[src/rtl/int_square_unit_pkg.sv]
// Shared definitions for the iterative integer squarer: default widths and the
// control state encoding (kept identical to the sqrt datapath encodings).
package int_square_unit_pkg;

    localparam int SQ_SIZE  = 32;
    localparam int SQ_STEPS = 2;

    typedef enum logic [1:0] {
        SQ_IDLE = 2'd0,
        SQ_RUN  = 2'd1,
        SQ_DONE = 2'd2
    } sq_state_e;

    // Datapath register select: hold, load a new operand, or retire STEPS bits.
    typedef enum logic [1:0] {
        SEL_HOLD = 2'd0,
        SEL_LOAD = 2'd1,
        SEL_STEP = 2'd2
    } sq_sel_e;

endpackage

[src/rtl/int_square_unit_square_step.sv]
// One shift-and-add stage: retires the lowest multiplier bit into the accumulator.
module square_step #(
    parameter int SIZE = 32
) (
    input  logic [2*SIZE-1:0] prev_acc,
    input  logic [2*SIZE-1:0] prev_mcand,
    input  logic [SIZE-1:0]   prev_mplier,
    output logic [2*SIZE-1:0] cur_acc,
    output logic [2*SIZE-1:0] cur_mcand,
    output logic [SIZE-1:0]   cur_mplier
);

    assign cur_acc    = prev_acc + (prev_mplier[0] ? prev_mcand : '0);
    assign cur_mcand  = prev_mcand << 1;
    assign cur_mplier = prev_mplier >> 1;

endmodule

[src/rtl/int_square_unit.sv]
// Iterative squarer: shift-and-add of the operand by itself, STEPS bits per cycle,
// stopping as soon as the remaining multiplier bits are all zero.
module int_square_unit
    import int_square_unit_pkg::*;
#(
    parameter int SIZE  = SQ_SIZE,
    parameter int STEPS = SQ_STEPS
) (
    input  logic              clk,
    input  logic              rst,
    input  logic              start,
    input  logic [SIZE-1:0]   num0,
    output logic              ready,
    output logic              busy,
    output logic              finished,
    output logic [2*SIZE-1:0] res,
    output sq_state_e         dbg_state
);

    sq_state_e         state_q;
    logic              ready_q, busy_q, finished_q;
    logic [2*SIZE-1:0] acc_q, acc_d;
    logic [2*SIZE-1:0] mcand_q, mcand_d;
    logic [SIZE-1:0]   mplier_q, mplier_d;
    sq_sel_e           sel;

    logic [2*SIZE-1:0] acc_c    [STEPS+1];
    logic [2*SIZE-1:0] mcand_c  [STEPS+1];
    logic [SIZE-1:0]   mplier_c [STEPS+1];

    assign acc_c[0]    = acc_q;
    assign mcand_c[0]  = mcand_q;
    assign mplier_c[0] = mplier_q;

    for (genvar g = 0; g < STEPS; g++) begin : g_step
        square_step #(.SIZE(SIZE)) u_step (
            .prev_acc    (acc_c[g]),
            .prev_mcand  (mcand_c[g]),
            .prev_mplier (mplier_c[g]),
            .cur_acc     (acc_c[g+1]),
            .cur_mcand   (mcand_c[g+1]),
            .cur_mplier  (mplier_c[g+1])
        );
    end

    always_comb begin
        sel = SEL_HOLD;
        if (state_q == SQ_IDLE && start) sel = SEL_LOAD;
        else if (state_q == SQ_RUN)      sel = SEL_STEP;
    end

    // Load/clear/step multiplexers in front of the datapath registers.
    always_comb begin
        acc_d    = acc_q;
        mcand_d  = mcand_q;
        mplier_d = mplier_q;
        case (sel)
            SEL_LOAD: begin
                acc_d    = '0;
                mcand_d  = {{SIZE{1'b0}}, num0};
                mplier_d = num0;
            end
            SEL_STEP: begin
                acc_d    = acc_c[STEPS];
                mcand_d  = mcand_c[STEPS];
                mplier_d = mplier_c[STEPS];
            end
            default: ;
        endcase
    end

    always_ff @(posedge clk) begin
        if (rst) begin
            state_q    <= SQ_IDLE;
            ready_q    <= 1'b1;
            busy_q     <= 1'b0;
            finished_q <= 1'b0;
            acc_q      <= '0;
            mcand_q    <= '0;
            mplier_q   <= '0;
        end else begin
            acc_q    <= acc_d;
            mcand_q  <= mcand_d;
            mplier_q <= mplier_d;
            case (state_q)
                SQ_IDLE: begin
                    if (start) begin
                        state_q <= SQ_RUN;
                        ready_q <= 1'b0;
                        busy_q  <= 1'b1;
                    end
                end
                SQ_RUN: begin
                    if (mplier_c[STEPS] == '0) begin
                        state_q    <= SQ_DONE;
                        finished_q <= 1'b1;
                    end
                end
                SQ_DONE: begin
                    // start is deliberately not looked at here; it is taken in IDLE.
                    state_q    <= SQ_IDLE;
                    finished_q <= 1'b0;
                    busy_q     <= 1'b0;
                    ready_q    <= 1'b1;
                end
                default: begin
                    state_q    <= SQ_IDLE;
                    finished_q <= 1'b0;
                    busy_q     <= 1'b0;
                    ready_q    <= 1'b1;
                end
            endcase
        end
    end

    assign ready     = ready_q;
    assign busy      = busy_q;
    assign finished  = finished_q;
    assign res       = acc_q;
    assign dbg_state = state_q;

endmodule

[config.mk]
export PLATFORM = sky130hd
export DESIGN_NAME = int_square_unit
export DESIGN_NICKNAME = d
export VERILOG_FILES = /design/src/rtl/int_square_unit_pkg.sv /design/src/rtl/int_square_unit_square_step.sv /design/src/rtl/int_square_unit.sv
export SDC_FILE = /design/constraint.sdc
export NUM_CORES = 1
export LEC_CHECK = 0
export CORE_MARGIN = 4
export CORE_UTILIZATION = 45
export DETAILED_ROUTE_END_ITERATION = 6
export GPL_TIMING_DRIVEN = 0
export PLACE_DENSITY_LB_ADDON = 0.3
export SYNTH_ARGS = -nofsm -noshare
export SYNTH_HDL_FRONTEND = slang
export SYNTH_SLANG_ARGS = --single-unit
[constraint.sdc]
create_clock -name clk -period 12.38 [get_ports clk]
set_input_delay 3.714 -clock clk [delete_from_list [all_inputs] [get_ports clk]]
set_output_delay 3.714 -clock clk [all_outputs]
set_load 0.02 [all_outputs]
==> metrics list, run 1 <==
- Outcome: complete, no violations
- Cell area after placement: 0.0126 mm²
- The worst register-to-register path ends at res[57]$_SDFFE_PP0P_.
* Clock tree buffer depth: 2
- The repair_antennas step left the layout with diodes totalling 0.
* Data arrival time of the worst path: 6.22 ns
- The die covers 0.0274 mm².
- Hold endpoint: ready$_SDFFE_PP1P_
- On the worst path, the slowest cell contributes a delay of 0.72 ns.
* Slack of the critical path: 6.49 ns
* Finished layout cell area: 0.0132 mm²
- Clock tree synthesis selected as its root buffer the cell clkbuf_16.
* Synthesized netlist net count: 1485
- After clock tree synthesis, the clock-pin slew on the worst setup and hold paths is 0.08 ns.
* Hold buffer count at CTS: 0
* Syn Std Cell Area: 0.0112 mm²
- Routed len/inst: 18.6 µm
- The top cell types in the final layout, fill and taps aside, are 242 x nand2_1, 165 x dfxtp_1, 128 x and2_1, 103 x clkdlybuf4s50_1, 83 x a21oi_1.
- The detailed router finished its first iteration with 732 violations.
- Global routing consumed, on the met1 layer, 32.0% of the routing resources.
- Using the TritonRoute via totals, the vias-per-cell ratio works out to 5.82.
* Highest Clock Rate: 170 MHz
- Across the run, the number of max-cap violations was 0.
- Mean area per synthesized cell: 8.44 µm²
- Cts bufs inserted: 17
- Die height: 166 µm
- Vias in the first global route: 10200
- Most common cell after layout, fill and taps aside: nand2_1
* Final net count: 1607
- The largest individual stage delay along the critical path comes from the cell nor2_1.
- Entering global routing, the biggest net connects 21 pins.
* Die Width: 166 µm
- The synthesized design contains 0 enable-type register cells.
* Required time of the critical path: 12.71 ns
- Clock latency on the worst-skew pair, taken at its later pin, is 0.45 ns.
- Cells after Synth: 1324
* Core area: 0.0244 mm²
- Once the clock tree was built, the resizer swapped 0 gates to a different size.
* Wire length of the first global-routing pass: 53.8 mm
- For the pin with the worst max-slew slack, the measured transition is 0.924 ns.
- CTS sink cnt: 165
- The kind of cell with the highest combined delay along the critical path is simple AND/OR/NAND/NOR gates.
* Final setup violation count: 0
* Final cell utilization of the core: 54.3%
- Ys Warns: 0
- Count of cells along the worst hold path: 2
- Number of buffer and inverter instances along the worst setup path: 2
- Total grt overflow: 0
* Area growth syn-to-layout: 18.4%
- Setup TNS Final: 0 ns
* Place WS: 6.07 ns
- In the global route stage, overall resource usage came out at 23.8%.
- Total routed wirelength: 33.2 mm
- Peak-usage layer in the global routing report: met2
* Global-route met3 utilization: 2.60%
- R2R cell count: 17
* RSZ-0062 raised after global routing: no
- Layout filler cell count: 2311
- Synthesis inferred 165 register bits.
- HPWL reported at the end of detailed placement: 25.2 mm
- The post-route netlist has 4.18% of its cells at a drive strength greater than 1.
* CP Max Fanout: 10
- VDD sags by at most 0.0708 mV.
* Remaining DRCs: 0
- The most used flip-flop cell after synthesis is dfxtp_1.
* Total count of max-transition violations in the final report: 0
- Drt first pass iters: 5
- The worst hold path begins at ready$_SDFFE_PP1P_.
- Part of the Yosys area used for sequential elements: 29.6%
- In this run the number of H-tree levels came out at 4.
* Worst hold slack across all endpoints: 0.455 ns
- The count of endpoints failing hold in the final timing report was 0.
- The congestion estimate from routability-driven global placement came to 0.948.
- Tcrit/Tclk final: 47.6%
* IO Pins: 104
- For this configuration, the core starts out at a cell density of 45.8%.
- The synthesized netlist contains 67 unique library cells.
* Final antenna-violating net count: 0
* Crit path cell chain: clkdlybuf4s50_1 -> nand2b_1 -> nor2_1 -> nor3_1 -> clkbuf_1 -> a221oi_1 -> nand2_1
* Headroom to the max-slew limit: 38.2%
- The smallest clock period supported by the final layout is computed as 5.89 ns.
* Ratio of total power to cell area: 95.9 mW/mm²
- For this block, the via count after detailed routing is 10400.
* Worst reg2reg setup slack: 6.70 ns
- Counting flops with an async set or reset pin after synthesis yields a share of 0%.
- The count of buffers added on input and output ports is 103.
- Post-CTS setup buffer count: 0
* Worst min path class: flop to flop
- STA classifies the critical path startpoint as a primary input.
* Critical path start-end classification: primary input to flop
- Clock tree from TritonCTS: done
- The initial antenna violation count came to 0.
* # rows: 57
* Global-route met2 utilization: 39.4%
- In this run the static leakage power is 5.61 nW.
- Beginning of the worst register-to-register path: mplier_q[1]$_SDFFE_PP0P_
* Layout Skew: 0.0210 ns
- Critical Path Sink Type: flop
## area by class of cell
class,count,area (µm²),share of cell area (%)
Multi-Input combinational cell,1069,7520,56.8
Sequential cell,165,3300,25.0
Timing Repair Buffer,103,1030,7.79
Clock buffer,17,425,3.21
Tap cell,324,405,3.06
Buffer,83,325,2.46
Clock inverter,15,194,1.47
Inverter,7,26.3,0.199
## flip-flops by register name (all words and copies together), names as in the netlist
name	count
mplier_q	32
finished	1
dbg_state	2
ready	1
res	64
busy	1
mcand_q	64
## logic make-up after synthesis
kind of cell,count (synthesis),share of synthesized area (%)
muxes,2,0.179
DFF,165,29.6
adders and majority gates,126,18.3
buffers and inverters,90,3.15
AOI/OAI and AO/OA,369,22.2
and+or+nand+nor,517,22.3
xor gates and xnor gates,55,4.31
## routing by layer
| layer | wire length, µm | up-vias |
|---|---|---|
| li1 | - | 4928 |
| met2 | 15600 | 361 |
| met1 | 14700 | 5024 |
| met3 | 1800 | 69 |
| met4 | 1100 | 0 |
| met5 | 0 | - |
## stage by stage
step / power (mW) / instances
finish: 1.27 / 1783
global route: 1.31 / 1783
CTS: 1.27 / 1783
detailed placement: 0.719 / 1751
global placement: 0.717 / 1751
floorplan: 0.657 / 1324
## how the worst max path moves through the flow
stage | startpoint | end | slack, ns | cells after the start
floorplan | start | mplier_q[25]$_SDFFE_PP0P_ | 7.43 | 7
global placement | start | res[58]$_SDFFE_PP0P_ | 6.21 | 7
detailed placement | start | res[58]$_SDFFE_PP0P_ | 6.07 | 7
CTS | start | res[58]$_SDFFE_PP0P_ | 6.54 | 7
global route | start | res[58]$_SDFFE_PP0P_ | 6.41 | 7
finish | start | res[58]$_SDFFE_PP0P_ | 6.49 | 7
## worst min-delay path, delay by kind of cell, from the launching register on
kind | cells | cell delay (ns)
simple gates | 2 | 0.09
flops | 1 | 0.32
## synthesized netlist by cell type (all sizes together), types with 33 or more instances
master / count / area, µm²
o21ai: 68 / 352
nor2: 50 / 188
nand2: 243 / 915
and2: 129 / 808
a31oi: 67 / 425
a21o: 39 / 293
fa: 63 / 1260
a22o: 38 / 333
a21oi: 86 / 442
xnor2: 33 / 289
ha: 63 / 788
dfxtp: 165 / 3300
clkbuf: 72 / 270
## power breakdown
group	leakage [nW]	switching [mW]	internal, mW	total, mW
clock network	0.301	0.280	0.279	0.559
logic	3.96	0.0974	0.0463	0.144
registers	1.34	0.0180	0.548	0.566
total	5.61	0.396	0.873	1.27
Power figures use the tool's default switching activity.
==> run 2, diff against run 1 <==
==> constraint.sdc (replaced) <==
create_clock -name clk -period 4.8 [get_ports clk]
set_input_delay 1.44 -clock clk [delete_from_list [all_inputs] [get_ports clk]]
set_output_delay 1.44 -clock clk [all_outputs]
set_load 0.02 [all_outputs]
==> run 2 against run 1 <==
  * Worst setup slack got worse by 6.3 ns
  * First-iteration DRC count up 11%
  * Worst hold slack about the same
  * Total power grew to 2.6 times the previous value
  * Critical path depth up 9
  * Global-route usage grew 0.076 points
  * Die area did not move
  * Largest cell class unchanged
  * Largest power group unchanged
==> metrics list, run 2 (same netlist as run 1, synthesis figures left out) <==
- The run finished with clean final reports.
- Highest Clock Rate: 216 MHz
- Final net count: 1607 (unchanged)
* Cts bufs inserted: 17 (unchanged)
- The site row count was 57 (unchanged).
* Final antenna-violating net count: 0 (unchanged)
* Layout filler cell count: 2307 (-0.17%)
* Die height: 166 µm (unchanged)
- Worst reg2reg setup slack: 0.18 ns (-6.52 ns)
* Most common cell after layout, fill and taps aside: nand2_1
* Total grt overflow: 0 (unchanged)
- Hold endpoint: ready$_SDFFE_PP1P_
- The total number of H-tree levels was 4 (unchanged).
- CTS sink cnt: 165 (unchanged)
- The data arrival time of the critical path came to 4.95 ns (-1.27 ns).
- Core area: 0.0244 mm² (unchanged)
- The final-layout setup total negative slack came to 0 ns (unchanged).
- The worst setup path is launched from a flop.
- Critical Path Sink Type: flop
- The worst max-slew margin expressed relative to the limit is 38.8% (+0.62 points).
- TritonCTS built the clock tree.
- The residual DRC count was 0 (unchanged).
* Final worst path period need: 4.62 ns
- CTS placed an instance of clkbuf_16 at the clock tree root.
- The final setup violation count was 0 (unchanged).
- Number of buffer cells added on primary ports: 103 (unchanged)
- Full die area: 0.0274 mm² (unchanged)
* Endpoint of the worst-slack reg-to-reg timing path: res[57]$_SDFFE_PP0P_
- The global-route wire length before repair came to 54.0 mm (+0.40%).
* Total routed wirelength: 33.4 mm (+0.57%)
* Most frequent cells in the layout: 242 x nand2_1, 163 x dfxtp_1, 128 x and2_1, 103 x clkdlybuf4s50_1, 83 x a21oi_1
- Total number of vias: 10400 (+0.048%)
* Vias in the first global route: 10200 (+0.12%)
- The critical path is of the flop to flop type.
- Total instance count after detailed placement: 1751 (unchanged)
* Hold Vio Cnt, Final: 0 (unchanged)
- The width of the die came to 166 µm (unchanged).
- The initial antenna violation count is 0 (unchanged).
- The number of buffers on the longest clock path is 2 (unchanged).
- After layout, the worst path uses 96.3% of the clock period.
* Max-cap check violation count: 0 (unchanged)
* Total count of max-transition violations in the final report: 0 (unchanged)
* Clock Pin Slew Worst Setup and Hold Paths: 0.09 ns (about the same)
- Worst-Skew Late Latency: 0.45 ns (about the same)
* Final cell utilization of the core: 54.6% (+0.39 points)
- The starting density of the core is 45.8% (unchanged).
* Number of antenna cells inserted: 0 (unchanged)
- The most numerous cell type found on the critical path is fa_1.
- Crit path cell chain: clkbuf_4 -> and2_1 -> fa_1 -> ha_1 -> fa_1 -> a211oi_2 -> o21ai_2 -> a31oi_2 -> nand3_2 -> a31oi_4 -> o31ai_4 -> a21oi_2 -> o31a_4 -> nor4_4 -> or3_1 -> a32o_1
* Hold path startpoint: ready$_SDFFE_PP1P_
- CP Max Fanout: 10 (unchanged)
- Area growth syn-to-layout: 19.2%
* CP top delay family: compound AO/OA/AOI/OAI gates
- The first-pass iteration count of the detailed router is 5 (unchanged).
* Via density per instance: 5.83 (about the same)
- DR iter-0 viols: 812 (+11%)
- Cell depth of the worst setup path: 16 (+9)
* Routed len/inst: 18.7 µm (+0.57%)
- The global-route usage over all layers is 23.9% (+0.076 points).
* Beginning of the worst register-to-register path: mplier_q[1]$_SDFFE_PP0P_
- The count of hold buffers inserted by post-cts repair was 0 (unchanged).
- Actual slew at the worst max-slew pin: 0.915 ns (-0.00929 ns)
- The count of non-filler cells in the finished layout came to 1783 (unchanged).
- IO Pins: 104 (unchanged)
- On the critical path, the stage with the largest delay is an instance of dfxtp_4.
* Leak pwr: 5.64 nW (+0.70%)
* Timing startpoint of the critical path: mplier_q[1]$_SDFFE_PP0P_
- Layout Skew: 0.0160 ns (-0.00509 ns)
- The share of final-layout standard cells stronger than drive strength 1 was 5.41% (+1.2 points).
- The hold path depth came to 2 (unchanged).
- HPWL reported at the end of detailed placement: 25.2 mm (unchanged)
* RD Place Congestion: 0.948 (unchanged)
- The maximum cell stage delay along the critical path was 0.48 ns (-0.24 ns).
- Peak ir drop on the vdd network: 0.182 mV (+160%)
- The data required time of the worst path is 5.13 ns (-7.58 ns).
- The maximum number of pins on one net before global-route repair came to 21 (unchanged).
- R2R cell count: 16 (-1)
- The total power density per cell area came to 246 mW/mm² (+160%).
- The path class of the tightest hold or removal check is flop to flop.
- The buffer and inverter count on the worst path came to 1 (-1).
## run 2: cell count changes in the layout (fill, tap and decap cells not counted), sizes merged
cell and change:
buf +2, clkbuf -2
## run 2: repair_timing
action,CTS,global route
resized for setup,10,15
endpoints found under the setup margin,32,14
pin swaps,0,2
buffers inserted,0,2
## run 2: layer usage
layer,global-route usage (%),wire (µm)
met1,32.1,14800
met2,39.4,15700
met3,2.50,1770
met4,9.83,1120
met5,0,0
## run 2: worst min-delay path, delay by kind of cell, from the launching register on
family           cells  cell delay, ns
flip-flops           1            0.32
AND/OR/NAND/NOR      2            0.09
## run 2: layout make-up
cell class | count | area (µm²) | share of cell area, %
clock inverter | 15 | 194 | 1.46
clock buffer | 17 | 425 | 3.19
sequential | 165 | 3310 | 24.8
timing repair buffer | 105 | 1050 | 7.85
tap | 324 | 405 | 3.04
inverter | 7 | 26.3 | 0.197
multi-input combinational | 1069 | 7600 | 57.0
buffer | 81 | 327 | 2.45
## run 2: through the flow
step                hold slack, ns  power [mW]  cell area [µm²]  setup slack (ns)
finish                       0.455        3.27            13300             0.179
global route                 0.488        3.38            13300          -0.00643
CTS                          0.456        3.27            13300            0.0377
detailed placement           0.447        1.85            12600            -0.740
global placement             0.435        1.85            12600            -0.749
floorplan                    0.442        1.69            11200             0.572
## run 2: power breakdown
| group | total (mW) | switching [mW] | internal, mW |
|---|---|---|---|
| Sequential | 1.47 | 0.0519 | 1.41 |
| Clock | 1.44 | 0.723 | 0.719 |
| Combinational | 0.366 | 0.247 | 0.120 |
| Total | 3.27 | 1.02 | 2.25 |
## run 2: worst max path at each step
stage,end,slack [ns]
after detailed placement,res[63]$_SDFFE_PP0P_,-0.74
after global placement,res[60]$_SDFFE_PP0P_,-0.75
after floorplan,res[57]$_SDFFE_PP0P_,0.57
after global routing,res[54]$_SDFFE_PP0P_,-0.006
final,res[57]$_SDFFE_PP0P_,0.18
after CTS,res[63]$_SDFFE_PP0P_,0.04
==> run 3, diff against run 2 <==
--- a/config.mk
+++ b/config.mk
@@ -10,6 +10,7 @@
 export DETAILED_ROUTE_END_ITERATION = 6
 export GPL_TIMING_DRIVEN = 0
 export PLACE_DENSITY_LB_ADDON = 0.3
+export SLEW_MARGIN = 0
 export SYNTH_ARGS = -nofsm -noshare
 export SYNTH_HDL_FRONTEND = slang
 export SYNTH_SLANG_ARGS = --single-unit
==> results of run 3 <==
Same layout as run 2: the final DEF is identical, and so are final timing and power.
